File: src/rtl/reg_pkg.sv
// Shared widths and controller state encoding for the register-file host.
package reg_pkg;

  localparam int unsigned DATA_WIDTH = 32;
  localparam int unsigned ADDR_WIDTH = 5;

  typedef enum logic [1:0] {
    StInit = 2'd0,
    StIdle = 2'd1,
    StResp = 2'd2
  } state_e;

endpackage

File: src/rtl/reg_file_host.sv
// Host-side controller for an external register file: clears every nonzero
// address after reset, then serves single writes and dual-port reads.
module reg_file_host
  import reg_pkg::*;
#(
  parameter int unsigned DATA_WIDTH = reg_pkg::DATA_WIDTH,
  parameter int unsigned ADDR_WIDTH = reg_pkg::ADDR_WIDTH
) (
  input  logic                  clk,
  input  logic                  rst,
  input  logic                  cmd_valid,
  output logic                  cmd_ready,
  input  logic                  cmd_write,
  input  logic [ADDR_WIDTH-1:0] cmd_addr,
  input  logic [ADDR_WIDTH-1:0] cmd_addr2,
  input  logic [DATA_WIDTH-1:0] cmd_wdata,
  output logic                  rsp_valid,
  input  logic                  rsp_ready,
  output logic [DATA_WIDTH-1:0] rsp_rdata1,
  output logic [DATA_WIDTH-1:0] rsp_rdata2,
  output logic                  init_done,
  output logic [ADDR_WIDTH-1:0] rf_waddr,
  output logic                  rf_wen,
  output logic [DATA_WIDTH-1:0] rf_wdata,
  output logic [ADDR_WIDTH-1:0] rf_raddr1,
  output logic [ADDR_WIDTH-1:0] rf_raddr2,
  input  logic [DATA_WIDTH-1:0] rf_rdata1,
  input  logic [DATA_WIDTH-1:0] rf_rdata2
);

  localparam logic [ADDR_WIDTH-1:0] LastAddr = '1;

  state_e                r_state;
  state_e                w_state_next;
  logic [ADDR_WIDTH-1:0] r_clr_cnt;
  logic [DATA_WIDTH-1:0] r_rdata1;
  logic [DATA_WIDTH-1:0] r_rdata2;
  logic                  w_accept;
  logic                  w_read_accept;

  assign cmd_ready     = (r_state == StIdle);
  assign w_accept      = cmd_valid & cmd_ready;
  assign w_read_accept = w_accept & ~cmd_write;

  assign rf_raddr1  = cmd_addr;
  assign rf_raddr2  = cmd_addr2;
  assign rsp_valid  = (r_state == StResp);
  assign init_done  = (r_state != StInit);
  assign rsp_rdata1 = r_rdata1;
  assign rsp_rdata2 = r_rdata2;

  always_comb begin
    w_state_next = r_state;
    rf_wen       = 1'b0;
    rf_waddr     = cmd_addr;
    rf_wdata     = cmd_wdata;
    unique case (r_state)
      StInit: begin
        // Reset parks the FSM here, so gate the clear write with rst itself.
        rf_wen   = rst;
        rf_waddr = r_clr_cnt;
        rf_wdata = '0;
        if (r_clr_cnt == LastAddr) begin
          w_state_next = StIdle;
        end
      end
      StIdle: begin
        if (w_accept) begin
          if (cmd_write) begin
            rf_wen = (cmd_addr != '0);
          end else begin
            w_state_next = StResp;
          end
        end
      end
      StResp: begin
        if (rsp_ready) begin
          w_state_next = StIdle;
        end
      end
      default: w_state_next = StInit;
    endcase
  end

  always_ff @(posedge clk or negedge rst) begin
    if (!rst) begin
      r_state <= StInit;
    end else begin
      r_state <= w_state_next;
    end
  end

  // Counter saturates at the last address so it never revisits address 0.
  always_ff @(posedge clk or negedge rst) begin
    if (!rst) begin
      r_clr_cnt <= ADDR_WIDTH'(1);
    end else if ((r_state == StInit) && (r_clr_cnt != LastAddr)) begin
      r_clr_cnt <= r_clr_cnt + ADDR_WIDTH'(1);
    end
  end

  // Address 0 reads as zero regardless of what the register file holds.
  always_ff @(posedge clk or negedge rst) begin
    if (!rst) begin
      r_rdata1 <= '0;
      r_rdata2 <= '0;
    end else if (w_read_accept) begin
      r_rdata1 <= (cmd_addr == '0) ? '0 : rf_rdata1;
      r_rdata2 <= (cmd_addr2 == '0) ? '0 : rf_rdata2;
    end
  end

endmodule

File: config.mk
export PLATFORM = sky130hd
export DESIGN_NAME = reg_file_host
export DESIGN_NICKNAME = d
export VERILOG_FILES = /design/src/rtl/reg_pkg.sv /design/src/rtl/reg_file_host.sv
export SDC_FILE = /design/constraint.sdc
export NUM_CORES = 1
export LEC_CHECK = 0
export ABC_AREA = 1
export BUFFER_PORTS_ARGS = -buffer_cell sky130_fd_sc_hd__buf_2
export CAP_MARGIN = 20
export CORE_MARGIN = 10
export CORE_UTILIZATION = 38
export CTS_CLUSTER_DIAMETER = 150
export DETAILED_ROUTE_END_ITERATION = 10
export PLACE_DENSITY = 0.77
export SLEW_MARGIN = 15
export SYNTH_ARGS = -nofsm -noshare
export SYNTH_HDL_FRONTEND = slang
export SYNTH_SLANG_ARGS = --single-unit
File: constraint.sdc
create_clock -name clk -period 1.49 [get_ports clk]
set_input_delay 0.0745 -clock clk [delete_from_list [all_inputs] [get_ports clk]]
set_output_delay 0.0745 -clock clk [all_outputs]
set_load 0.01 [all_outputs]
=== After elaboration in Yosys (flattened, before gate mapping) ===
Index checks and enable logic that the tools add are counted.

* Bits in latches: 0
* Input bits: 111
* Memory bits (read-only): 0
* RAM bits: 0
* Output and inout port bits: 115
* Register bits: 71
* Word-level logic and storage cells: 35
* Memories: 0

* Bitwise logic cells: 3
* Equal/unequal tests: 8
* Multiplexer cells: 12
* Shift-type cells: 0
* Reductions and logical operators: 7
* Add/subtract/negate cells: 1
* $lt $le $gt $ge: 0
* $mul: 0
* Div/mod/pow operators: 0

{| class="wikitable"
|+ Operator list
! operator !! number
|-
| 2-to-1 mux 32 bit || 3
|-
| logical NOT 5 bit || 2
|-
| 2-to-1 mux 2 bit || 4
|-
| case mux 2 bit (3 select lines) || 1
|-
| adder 5 x 1 -> 5 bit, second input constant || 1
|-
| equality test 5 bit, second input constant || 1
|-
| 2-to-1 mux 5 bit || 1
|-
| inequality test 5 bit, second input constant || 1
|-
| nonzero test 5 bit || 1
|-
| inequality test 2 x 1 -> 1 bit, second input constant || 2
|-
| inequality test 2 bit, second input constant || 2
|-
| AND reduction 4 bit || 1
|-
| bitwise AND 1 bit || 2
|-
| equality test 2 x 1 -> 1 bit, second input constant || 1
|-
| equality test 2 bit, second input constant || 1
|-
| logical NOT 2 bit || 1
|-
| 2-to-1 mux 1 bit || 2
|-
| case mux 1 bit (2 select lines) || 1
|-
| nonzero test 2 bit || 1
|-
| logical AND 1 bit || 1
|-
| NOT 1 bit || 1
|}

=== Depth between registers and ports, before layout ===
Gate-level depths: netlist of the first run.

* Word-level depth: 4
* Depth in mapped cells: 9
* Depth with buffers taken out: 9

=== Worst setup path before layout of the first run ===
OpenSTA, ideal clock, no wires.

* Kind: register to register
* Start point: register r_clr_cnt[0]
* End point: register r_clr_cnt[3]
* Buffers on the path: 0
* Cell stages (with the launch flop): 10
* Slack: 0.016 ns
* Arrival: 1.351 ns
* Library setup time: 0.123 ns
* Required time: 1.367 ns
* Clock period less this slack: 1.474 ns
* Cells stage by stage: dfstp_2 ha_1 inv_1 nor3_1 ha_1 inv_1 nand2_1 nor2_1 nand2_1 nand2_1

* Cells in the longest elaborated chain, start to end: 2
* Elaborated cells on any way between the ends: 3
* Classes of those cells: add/sub (1); eq/ne (1); reduce/logical (1)

{| class="wikitable"
|+ RTL lines
! element !! RTL line !! RTL
|-
| start, declared || reg_file_host.sv:35 || <nowiki>logic [ADDR_WIDTH-1:0] r_clr_cnt;</nowiki>
|-
| start signal, assigned || reg_file_host.sv:98 || <nowiki>r_clr_cnt <= r_clr_cnt + ADDR_WIDTH'(1);</nowiki>
|-
| parallel branches: the longest is 2 deep, another holds adder 5 x 1 -> 5 bit || - ||
|}

Parallel ways; which one is timed is not known.
A chain may end at the register's enable or synchronous reset.

=== Worst setup path after layout of the first run ===
* Start point: register r_state[0]
* End point: output port rf_wdata[12]

* Cells in the longest elaborated chain, start to end: 2

{| class="wikitable"
|+ RTL lines
! element !! RTL line !! RTL
|-
| start, declared || reg_file_host.sv:33 || <nowiki>state_e r_state;</nowiki>
|-
| start signal, assigned || reg_file_host.sv:87 || <nowiki>r_state <= StInit;</nowiki>
|-
| start signal, assigned || reg_file_host.sv:89 || <nowiki>r_state <= w_state_next;</nowiki>
|-
| logical NOT 2 bit || reg_file_host.sv:57 || <nowiki>unique case (r_state)</nowiki>
|-
| 2-to-1 mux 32 bit || reg_file_host.sv:57 ||
|-
| end, declared || reg_file_host.sv:24 || <nowiki>output logic [DATA_WIDTH-1:0] rf_wdata,</nowiki>
|}

No other way between the ends.

==> results of run 1 <==
## worst max path at each step
stage	from	endpoint	slack [ns]	depth (start not counted)
floorplan	r_clr_cnt[0]$_DFFE_PN1P_	r_clr_cnt[3]$_DFFE_PN0P_	0.02	9
global placement	r_clr_cnt[0]$_DFFE_PN1P_	r_clr_cnt[3]$_DFFE_PN0P_	-0.03	9
detailed placement	r_clr_cnt[0]$_DFFE_PN1P_	r_clr_cnt[3]$_DFFE_PN0P_	-0.17	9
CTS	r_state[0]$_DFFE_PN0P_	rf_waddr[2]	-0.04	4
global route	r_state[0]$_DFFE_PN0P_	rf_wdata[29]	-0.09	5
finish	r_state[0]$_DFFE_PN0P_	rf_wdata[12]	-0.03	5
## tightest hold or removal path: stages
cell and delay [ns]:
buf_2 0.09, nand3_1 0.08, nand2_1 0.07
## cells in the final DEF (no fill, tap or decap)
master,n
buf_2,225
nand2_1,148
dfrtp_1,69
nand3_1,68
dlygate4sd3_1,65
inv_1,40
nor2_1,39
buf_4,11
clkbuf_8,9
buf_12,5
o21ai_1,4
inv_2,3
clkinv_2,3
clkbuf_16,3
buf_6,3
diode_2,2
nor2_4,2
inv_4,2
nand2_2,2
o21ai_0,2
nand3_2,2
nor3_4,1
nand2_4,1
a21oi_2,1
nand4_1,1
xor2_1,1
ha_4,1
ha_2,1
clkbuf_1,1
clkinv_4,1
bufinv_16,1
clkinvlp_4,1
dfstp_2,1
dfrtp_2,1
## metrics by stage
stage	instance area, sq um	util, %	power, mW
finish	5569	64.17	9.588
CTS	5400	62.23	9.262
detailed placement	4497	51.82	7.421
floorplan	3356	-	5.449
global placement	4497	51.82	7.256
global route	5569	64.17	10.26
## layout make-up
type	count	area, sq um
Timing Repair Buffer	312	2068
Inverter	45	173.9
Multi-Input combinational cell	274	1219
Clock inverter	6	61.31
Clock buffer	10	127.6
Fill cell	728	3109
Tap cell	108	135.1
Antenna cell	2	5.005
Sequential cell	71	1779
## state kept, by name, summed over array words and instances, names as in the netlist
signal	cells
rsp_rdata2	32
r_clr_cnt	5
r_state	2
rsp_rdata1	32
## Yosys cell counts
| master | number | area share (%) |
|---|---|---|
| o21ai_0 | 6 | 0.89 |
| nand4_1 | 1 | 0.19 |
| nand2_1 | 151 | 17 |
| nand3_1 | 70 | 10 |
| buf_6 | 11 | 3.7 |
| dfstp_2 | 1 | 0.78 |
| buf_2 | 2 | 0.30 |
| dfrtp_1 | 70 | 52 |
| a21oi_1 | 1 | 0.15 |
| xor2_1 | 1 | 0.26 |
| clkbuf_1 | 9 | 1.0 |
| inv_1 | 45 | 5.0 |
| nor3_1 | 1 | 0.15 |
| nor2_1 | 41 | 4.6 |
| ha_1 | 2 | 0.75 |
| buf_4 | 12 | 2.7 |
## report_power, final
| part | leakage, nW | total [mW] | switching [mW] | internal, mW |
|---|---|---|---|---|
| combinational | 2.36 | 4.66 | 2.59 | 2.06 |
| clock | 0.0960 | 1.49 | 0.723 | 0.768 |
| sequential | 0.887 | 3.44 | 0.566 | 2.88 |
## logic make-up (layout without fill, tap and decap cells)
logic type / count (synthesis) / in the layout / share of synthesized area (%)
and+or+nand+nor: 264 / 264 / 32.25
other: 0 / 2 / 0
adders and majority gates: 2 / 2 / 0.7456
xor gates and xnor gates: 1 / 1 / 0.2610
buffers and inverters: 79 / 373 / 12.71
DFF: 71 / 71 / 52.98
AOI/OAI and AO/OA: 7 / 7 / 1.044
## per-layer routing
layer,share of wire (%),global-route usage (%),vias to the layer above
li1,-,-,1867
met1,35,18.25,1813
met2,53,34.93,194
met3,10,7.717,33
met4,2.7,8.605,0
met5,0,0,-
## repair_timing
item,CTS,global route
gates resized for setup,15,17
pin swaps,11,8
endpoints found under the hold margin,134,0
hold buffers,65,0
gates cloned,0,4
setup endpoints to repair,44,106
setup buffers,2,4
==> results.tsv, run 1 <==
metric	value	unit
vias in the first global route	3979	
Worst Hold Class	input pin to register	
initial antenna violation count	2	
MaxCap Viol Count	0	
WP data arrival	1.44	ns
chip width	114.0	um
kind of critical path	register to output pin	
Power Density	1722	mW/mm^2
Final #Nets	826	
routed len/inst	16.80	um
RSZ-0062 raised after global routing	true	
root buf cell	clkbuf_8	
total die area	0.01299	sq mm
via density per instance	4.719	
Critical path buffers and inverters	3	
RR Endpoint	r_clr_cnt[2]$_DFFE_PN0P_	
GRT overflow	0	
final setup skew	0.008220	ns
total track usage	19.09	%
FF-to-FF setup slack	0.03	ns
CTS clk-pin slew, worst paths	0.08	ns
P_leak	3.338	nW
synthesized flop and latch total	71	
TritonCTS clock tree	built	
setup tns final	-0.2958	ns
Syn Inst Count	424	
failing checks	setup timing	
Worst Hold Launch	rf_rdata1[12]	
core area	0.008678	sq mm
Synth Net Count	537	
synth warn	0	
Tcrit/Tclk final	101.8	%
Seq/Total Area, Yosys	52.98	%
CTS Buffer Depth	2	
Hold Vio Cnt, Final	0	
final cell count without fillers	828	
synthesized area	0.003356	sq mm
antenna-violating nets left	0	
global-route wire length before repair	20.13	mm
Critical Path End Type	output pin	
Critical Path Source Type	register	
final wirelength	13.91	mm
Achievable Freq	0.6590	GHz
max_slew headroom	74.86	%
minimum hold slack	0.01517	ns
Reg2Reg Depth	8	
Worst Tran Pin Value	0.3771	ns
worst-path maximum fanout	17	
synthesized area per cell	7.914	sq um
area grow syn2layout	65.96	%
Site Rows	34	
Vias	3907	
depth of the CTS H-tree	3	
Slowest-stage cell, CP	dfrtp_2	
pin count of the biggest net entering global routing	72	
unique cell type count in the Yosys netlist	16	
pre-CTS WS	-0.1696	ns
DP Cell Count	735	
worst hold endpoint	rsp_rdata1[12]$_DFFE_PN0P_	
share of layout cells above drive strength 1	39.00	%
Remaining DRCs	0	
routability-driven placement congestion ratio	0.7891	
die height	114.0	um
Tmin final	1.518	ns
total CTS buffers	9	
FF-to-FF Start	r_clr_cnt[0]$_DFFE_PN1P_	
critical-path cell list	nor2_4 -> buf_4 -> clkbuf_16 -> nor2_1 -> buf_2	
initial DRC count	209	
status	complete, but fails checks	
Crit path largest cell delay	0.44	ns
VDD IR max	0.7574	mV
starting density of the core	38.67	%
CP delay by family, top	buffers and inverters	
DRT Pass-1 Iters	5	
Ports	226	
Hold Path Depth	3	
Critical Path RT	1.42	ns
Slew Limit Fails	0	
Post-DP HPWL	8.894	mm
clock sinks	71	
Port Buffers	225	
Skew-Pair Late Insertion Delay	0.34	ns
final setup violation count	18	
worst setup margin	-0.02753	ns
Power figures use the tool's default switching activity.
==> run 2: changes to the inputs <==
--- a/config.mk
+++ b/config.mk
@@ -9,10 +9,10 @@
 export BUFFER_PORTS_ARGS = -buffer_cell sky130_fd_sc_hd__buf_2
 export CAP_MARGIN = 20
 export CORE_MARGIN = 10
-export CORE_UTILIZATION = 38
+export CORE_UTILIZATION = 42
 export CTS_CLUSTER_DIAMETER = 150
 export DETAILED_ROUTE_END_ITERATION = 10
-export PLACE_DENSITY = 0.77
+export PLACE_DENSITY = 0.81
 export SLEW_MARGIN = 15
 export SYNTH_ARGS = -nofsm -noshare
 export SYNTH_HDL_FRONTEND = slang
==> constraint.sdc (replaced) <==
create_clock -name clk -period 1.6 [get_ports clk]
set_input_delay 0.08 -clock clk [delete_from_list [all_inputs] [get_ports clk]]
set_output_delay 0.08 -clock clk [all_outputs]
set_load 0.01 [all_outputs]
==> run 2 against run 1 <==
  * The run now ends clean
  * Sequential share of layout area rose by 0.49 points
  * Global-route usage rose by 3.1 points
  * Combinational power fell by 8.6%
  * Worst setup slack improved by 0.086 ns
  * Register-to-register slack improved by 0.03 ns
  * Clock skew rose by 0.0069 ns
  * Flip-flop and latch count did not move
  * Critical path type is now register to register
  * Largest cell class unchanged
==> results.tsv, run 2 (synthesized netlist as in run 1, its figures left out) <==
metric	value	unit	change
area grow syn2layout	63.46	%	
Seq. cell area	0.001779	sq mm	unchanged
Slew Limit Fails	0		unchanged
Critical Path End Type	register		
RR Endpoint	r_state[0]$_DFFE_PN0P_		
Skew-Pair Late Insertion Delay	0.34	ns	about the same
Tcrit/Tclk final	96.33	%	
chip width	109.4	um	-4.0%
die height	109.4	um	-4.0%
VDD IR max	0.8705	mV	+15%
max_slew headroom	74.66	%	-0.20 points
DRT Pass-1 Iters	4		-1
Hold Vio Cnt, Final	0		unchanged
total die area	0.01197	sq mm	-7.9%
clock sinks	71		unchanged
total track usage	22.21	%	+3.1 points
global-route wire length before repair	20.96	mm	+4.1%
core area	0.007767	sq mm	-10%
GRT overflow	0		unchanged
pre-CTS WS	-0.01707	ns	+0.1525 ns
final cell count without fillers	818		-1.2%
Power Density	1651	mW/mm^2	-4.1%
TritonCTS clock tree	built		
via density per instance	4.873		+3.3%
P_leak	3.307	nW	-0.92%
depth of the CTS H-tree	3		unchanged
Filler cells	570		-22%
initial antenna violation count	1		-1
Hold Path Depth	4		+1
share of layout cells above drive strength 1	37.59	%	-1.4 points
Worst Tran Pin Value	0.3801	ns	+0.002989 ns
Critical Path RT	1.85	ns	+0.43 ns
worst setup margin	0.05876	ns	+0.08628 ns
worst-path maximum fanout	7		-10
Achievable Freq	0.6488	GHz	
CTS clk-pin slew, worst paths	0.08	ns	about the same
initial DRC count	233		+11%
root buf cell	clkbuf_8		
pin count of the biggest net entering global routing	72		unchanged
worst hold endpoint	r_state[1]$_DFFE_PN0P_		
Worst Hold Class	input pin to register		
CTS Buffer Depth	2		unchanged
footprint of the multi-input gates	0.001181	sq mm	-3.1%
MaxCap Viol Count	0		unchanged
final wirelength	14.36	mm	+3.2%
final setup skew	0.01511	ns	+0.006894 ns
routability-driven placement congestion ratio	0.9879		+25%
WP data arrival	1.79	ns	+0.35 ns
Critical Path Source Type	register		
kind of critical path	register to register		
Post-DP HPWL	9.874	mm	+11%
DP Cell Count	726		-1.2%
Ports	226		unchanged
Worst Hold Launch	rsp_ready		
status	completed		
vias in the first global route	4012		+0.83%
FF-to-FF Start	r_clr_cnt[0]$_DFFE_PN1P_		
FF-to-FF setup slack	0.06	ns	+0.03 ns
Final #Nets	821		-0.61%
most frequent cells in the layout	225 x buf_2, 150 x nand2_1, 70 x nand3_1		
routed len/inst	17.56	um	+4.5%
Vias	3986		+2.0%
Reg2Reg Depth	8		unchanged
RSZ-0062 raised after global routing	true		
Site Rows	32		-5.9%
Port Buffers	225		unchanged
final setup violation count	0		-18
Remaining DRCs	0		unchanged
commonest non-fill, non-tap cell in the layout	buf_2		
total CTS buffers	9		unchanged
Tmin final	1.541	ns	
antenna-violating nets left	0		unchanged
starting density of the core	43.20	%	+4.5 points
## run 2: cell count changes in the layout (fill, tap and decap cells not counted), moves of 2 or more
cell,before,now
nand3_2,2,0
clkinv_2,3,0
buf_6,3,0
nand2_1,148,150
nand3_1,68,70
inv_1,40,42
nand2_2,2,0
## run 2: worst max path at each step
stage / depth (start not counted) / from / slack [ns] / to
after floorplan: 9 / r_clr_cnt[0]$_DFFE_PN1P_ / 0.13 / r_clr_cnt[3]$_DFFE_PN0P_
after global placement: 9 / r_clr_cnt[0]$_DFFE_PN1P_ / 0.04 / r_clr_cnt[3]$_DFFE_PN0P_
after detailed placement: 8 / r_clr_cnt[0]$_DFFE_PN1P_ / -0.02 / r_state[0]$_DFFE_PN0P_
after CTS: 5 / r_state[0]$_DFFE_PN0P_ / 0.009 / rf_waddr[4]
after global routing: 8 / r_clr_cnt[0]$_DFFE_PN1P_ / -0.06 / r_state[0]$_DFFE_PN0P_
final: 8 / r_clr_cnt[0]$_DFFE_PN1P_ / 0.06 / r_state[0]$_DFFE_PN0P_
## run 2: layer usage
| layer | GRT usage (%) | routed length (um) | up-vias |
|---|---|---|---|
| met2 | 40.59 | 7672 | 224 |
| met3 | 5.793 | 1260 | 46 |
| li1 | - | - | 1862 |
| met5 | 0 | 0 | - |
| met1 | 21.42 | 4699 | 1854 |
| met4 | 15.15 | 727 | 0 |
## run 2: area by class of cell
cell class	count	share of cell area, %
Tap cell	102	2.327
Multi-Input combinational cell	274	21.53
Inverter	45	3.125
Clock inverter	7	1.916
Antenna cell	3	0.1369
Sequential cell	71	32.44
Clock buffer	9	2.258
Timing Repair Buffer	307	36.27
## run 2: per-stage QoR
step           power, mW  instance area [sq um]  hold slack, ns  utilization (%)  setup TNS [ns]
3_3_place_gp       6.794                   4467          0.1992            57.51               0
4_1_cts            8.752                   5354         0.01885            68.93               0
2_1_floorplan      5.075                   3356         -0.2156                -               0
5_1_grt            9.671                   5480         0.02008            70.55        -0.09831
3_5_place_dp       6.944                   4467          0.2062            57.51        -0.01784
6_report           9.056                   5485         0.03143            70.62               0
## run 2: what timing repair did
item	CTS	global route
hold buffers	65	0
endpoints found under the setup margin	25	12
endpoints found under the hold margin	134	0
setup buffers	0	6
resized for setup	3	9
pin swaps	1	2
cloned	0	2
## run 2: worst max-delay path, stage by stage, from the launching register on
cell and delay, ns:
dfstp_2 0.55, ha_2 0.18, inv_1 0.06, nor3_2 0.12, ha_1 0.19, inv_2 0.07
nand2_4 0.10, nand2_1 0.06, a21oi_1 0.13
## run 2: power breakdown
part	internal [mW]	switching (mW)
Clock	0.900	0.737
Sequential	2.67	0.486
Combinational	1.83	2.43
==> run 3: changes to the inputs <==
--- a/config.mk
+++ b/config.mk
@@ -13,6 +13,7 @@
 export CTS_CLUSTER_DIAMETER = 150
 export DETAILED_ROUTE_END_ITERATION = 10
 export PLACE_DENSITY = 0.81
+export RECOVER_POWER = 25
 export SLEW_MARGIN = 15
 export SYNTH_ARGS = -nofsm -noshare
 export SYNTH_HDL_FRONTEND = slang
==> run 3 against run 2 <==
  * Global-route usage unchanged
  * Utilization decreased by 0.34 points
  * Worst setup slack about the same
  * Sequential share of layout area increased by 0.16 points
  * Largest cell class unchanged
  * Largest power group unchanged
==> results.tsv, run 3 (synthesized netlist as in run 1, its figures left out) <==
metric	value	unit	change
Power Density	1658	mW/mm^2	+0.40%
Reg2Reg Depth	8		unchanged
final setup skew	0.01522	ns	+0.0001013 ns
MaxCap Viol Count	0		unchanged
Hold Vio Cnt, Final	0		unchanged
pin count of the biggest net entering global routing	72		unchanged
WP data arrival	1.79	ns	about the same
initial antenna violation count	1		unchanged
GRT overflow	0		unchanged
total CTS buffers	9		unchanged
chip width	109.4	um	unchanged
Worst Hold Class	input pin to register		
Remaining DRCs	0		unchanged
kind of critical path	register to register		
FF-to-FF Start	r_clr_cnt[0]$_DFFE_PN1P_		
VDD IR max	0.8694	mV	-0.13%
Tcrit/Tclk final	96.33	%	about the same
setup tns final	0	ns	unchanged
initial DRC count	261		+12%
TritonCTS clock tree	built		
Post-DP HPWL	9.874	mm	unchanged
worst setup margin	0.05870	ns	-0.00005870 ns
Filler cells	578		+1.4%
FF-to-FF setup slack	0.06	ns	about the same
most frequent cells in the layout	214 x buf_2, 150 x nand2_1, 70 x nand3_1		
via density per instance	4.856		-0.35%
Skew-Pair Late Insertion Delay	0.34	ns	about the same
routability-driven placement congestion ratio	0.9879		unchanged
P_leak	3.272	nW	-1.1%
cell area after layout	0.005459	sq mm	-0.48%
Final Power	9.049	mW	about the same
total die area	0.01197	sq mm	unchanged
starting density of the core	43.20	%	unchanged
Achievable Freq	0.6488	GHz	about the same
Ports	226		unchanged
Final #Nets	821		unchanged
Post-DP Area	0.004467	sq mm	unchanged
antenna-violating nets left	0		unchanged
core area	0.007767	sq mm	unchanged
clock sinks	71		unchanged
met1 Use GR	21.42	%	unchanged
Critical Path RT	1.85	ns	about the same
final wirelength	14.35	mm	-0.10%
DRT Pass-1 Iters	4		unchanged
total track usage	22.21	%	unchanged
worst-path maximum fanout	7		unchanged
CTS Buffer Depth	2		unchanged
max_slew headroom	34.92	%	-40 points
GRT Max-Usage Layer	met2		
CTS clk-pin slew, worst paths	0.08	ns	about the same
commonest non-fill, non-tap cell in the layout	buf_2		
Critical Path Source Type	register		
global-route wire length before repair	20.96	mm	unchanged
routed len/inst	17.54	um	-0.10%
Port Buffers	225		unchanged
pre-CTS WS	-0.01707	ns	unchanged
worst hold endpoint	r_state[1]$_DFFE_PN0P_		
Tmin final	1.541	ns	+0.00005870 ns
Worst Tran Pin Value	0.9761	ns	+0.5961 ns
Critical Path End Type	register		
final setup violation count	0		unchanged
Vias	3972		-0.35%
Site Rows	32		unchanged
RR Endpoint	r_state[0]$_DFFE_PN0P_		
depth of the CTS H-tree	3		unchanged
status	completed		
Seq. cell area	0.001779	sq mm	unchanged
die height	109.4	um	unchanged
GR Util met2	40.59	%	unchanged
vias in the first global route	4012		unchanged
Hold Path Depth	4		unchanged
footprint of the multi-input gates	0.001181	sq mm	unchanged
routing usage on met3	5.793	%	unchanged
Worst Hold Launch	rsp_ready		
root buf cell	clkbuf_8		
area grow syn2layout	62.68	%	
RSZ-0062 raised after global routing	true		
share of layout cells above drive strength 1	36.04	%	-1.5 points
Slew Limit Fails	0		unchanged
final core occ	70.28	%	-0.34 points
[run 3: cell types whose count changed in the layout (fill, tap and decap cells not counted), sizes merged]
cell	before	now
buf	240	228
clkbuf	11	23
[run 3: through the flow]
step,hold WS (ns),cells
finish,0.03121,818
detailed placement,0.2062,726
global route,0.02008,816
global placement,0.1992,726
CTS,0.01885,807
floorplan,-0.2156,424
[run 3: how the worst max path moves through the flow]
stage,start,end,slack [ns]
after floorplan,r_clr_cnt[0]$_DFFE_PN1P_,r_clr_cnt[3]$_DFFE_PN0P_,0.13
after global placement,r_clr_cnt[0]$_DFFE_PN1P_,r_clr_cnt[3]$_DFFE_PN0P_,0.04
after detailed placement,r_clr_cnt[0]$_DFFE_PN1P_,r_state[0]$_DFFE_PN0P_,-0.02
after CTS,r_state[0]$_DFFE_PN0P_,rf_waddr[4],0.009
after global routing,r_clr_cnt[0]$_DFFE_PN1P_,r_state[0]$_DFFE_PN0P_,-0.06
final,r_clr_cnt[0]$_DFFE_PN1P_,r_state[0]$_DFFE_PN0P_,0.06
[run 3: worst max-delay path, cell delays in order (launching register included)]
cell,delay [ns]
dfstp_2,0.55
ha_2,0.18
inv_1,0.06
nor3_2,0.12
ha_1,0.19
inv_2,0.07
nand2_4,0.09
nand2_1,0.06
a21oi_1,0.13
[run 3: where the power goes]
group | switching [mW] | internal [mW]
combinational | 2.43 | 1.82
clock | 0.739 | 0.900
sequential | 0.485 | 2.67
total | 3.65 | 5.39
[run 3: per-layer routing]
layer | up-vias | routed length (um)
met4 | 0 | 741
li1 | 1862 | -
met5 | - | 0
met3 | 48 | 1201
met2 | 203 | 7715
met1 | 1859 | 4686
[run 3: final cells by class]
| type | instances | area share (%) |
|---|---|---|
| clock buffer | 9 | 2.269 |
| sequential | 71 | 32.59 |
| clock inverter | 7 | 1.925 |
| timing repair buffer | 307 | 35.96 |
| antenna | 3 | 0.1375 |
| multi-input combinational | 274 | 21.64 |
| inverter | 45 | 3.140 |
| tap | 102 | 2.338 |
[run 3: timing repair]
action | CTS | global route
pin swaps | 1 | 2
setup buffers | 0 | 6
endpoints found under the setup margin | 25 | 12
gates cloned | 0 | 2
resized for setup | 3 | 9
endpoints found under the hold margin | 134 | 0
hold buffers | 65 | 0
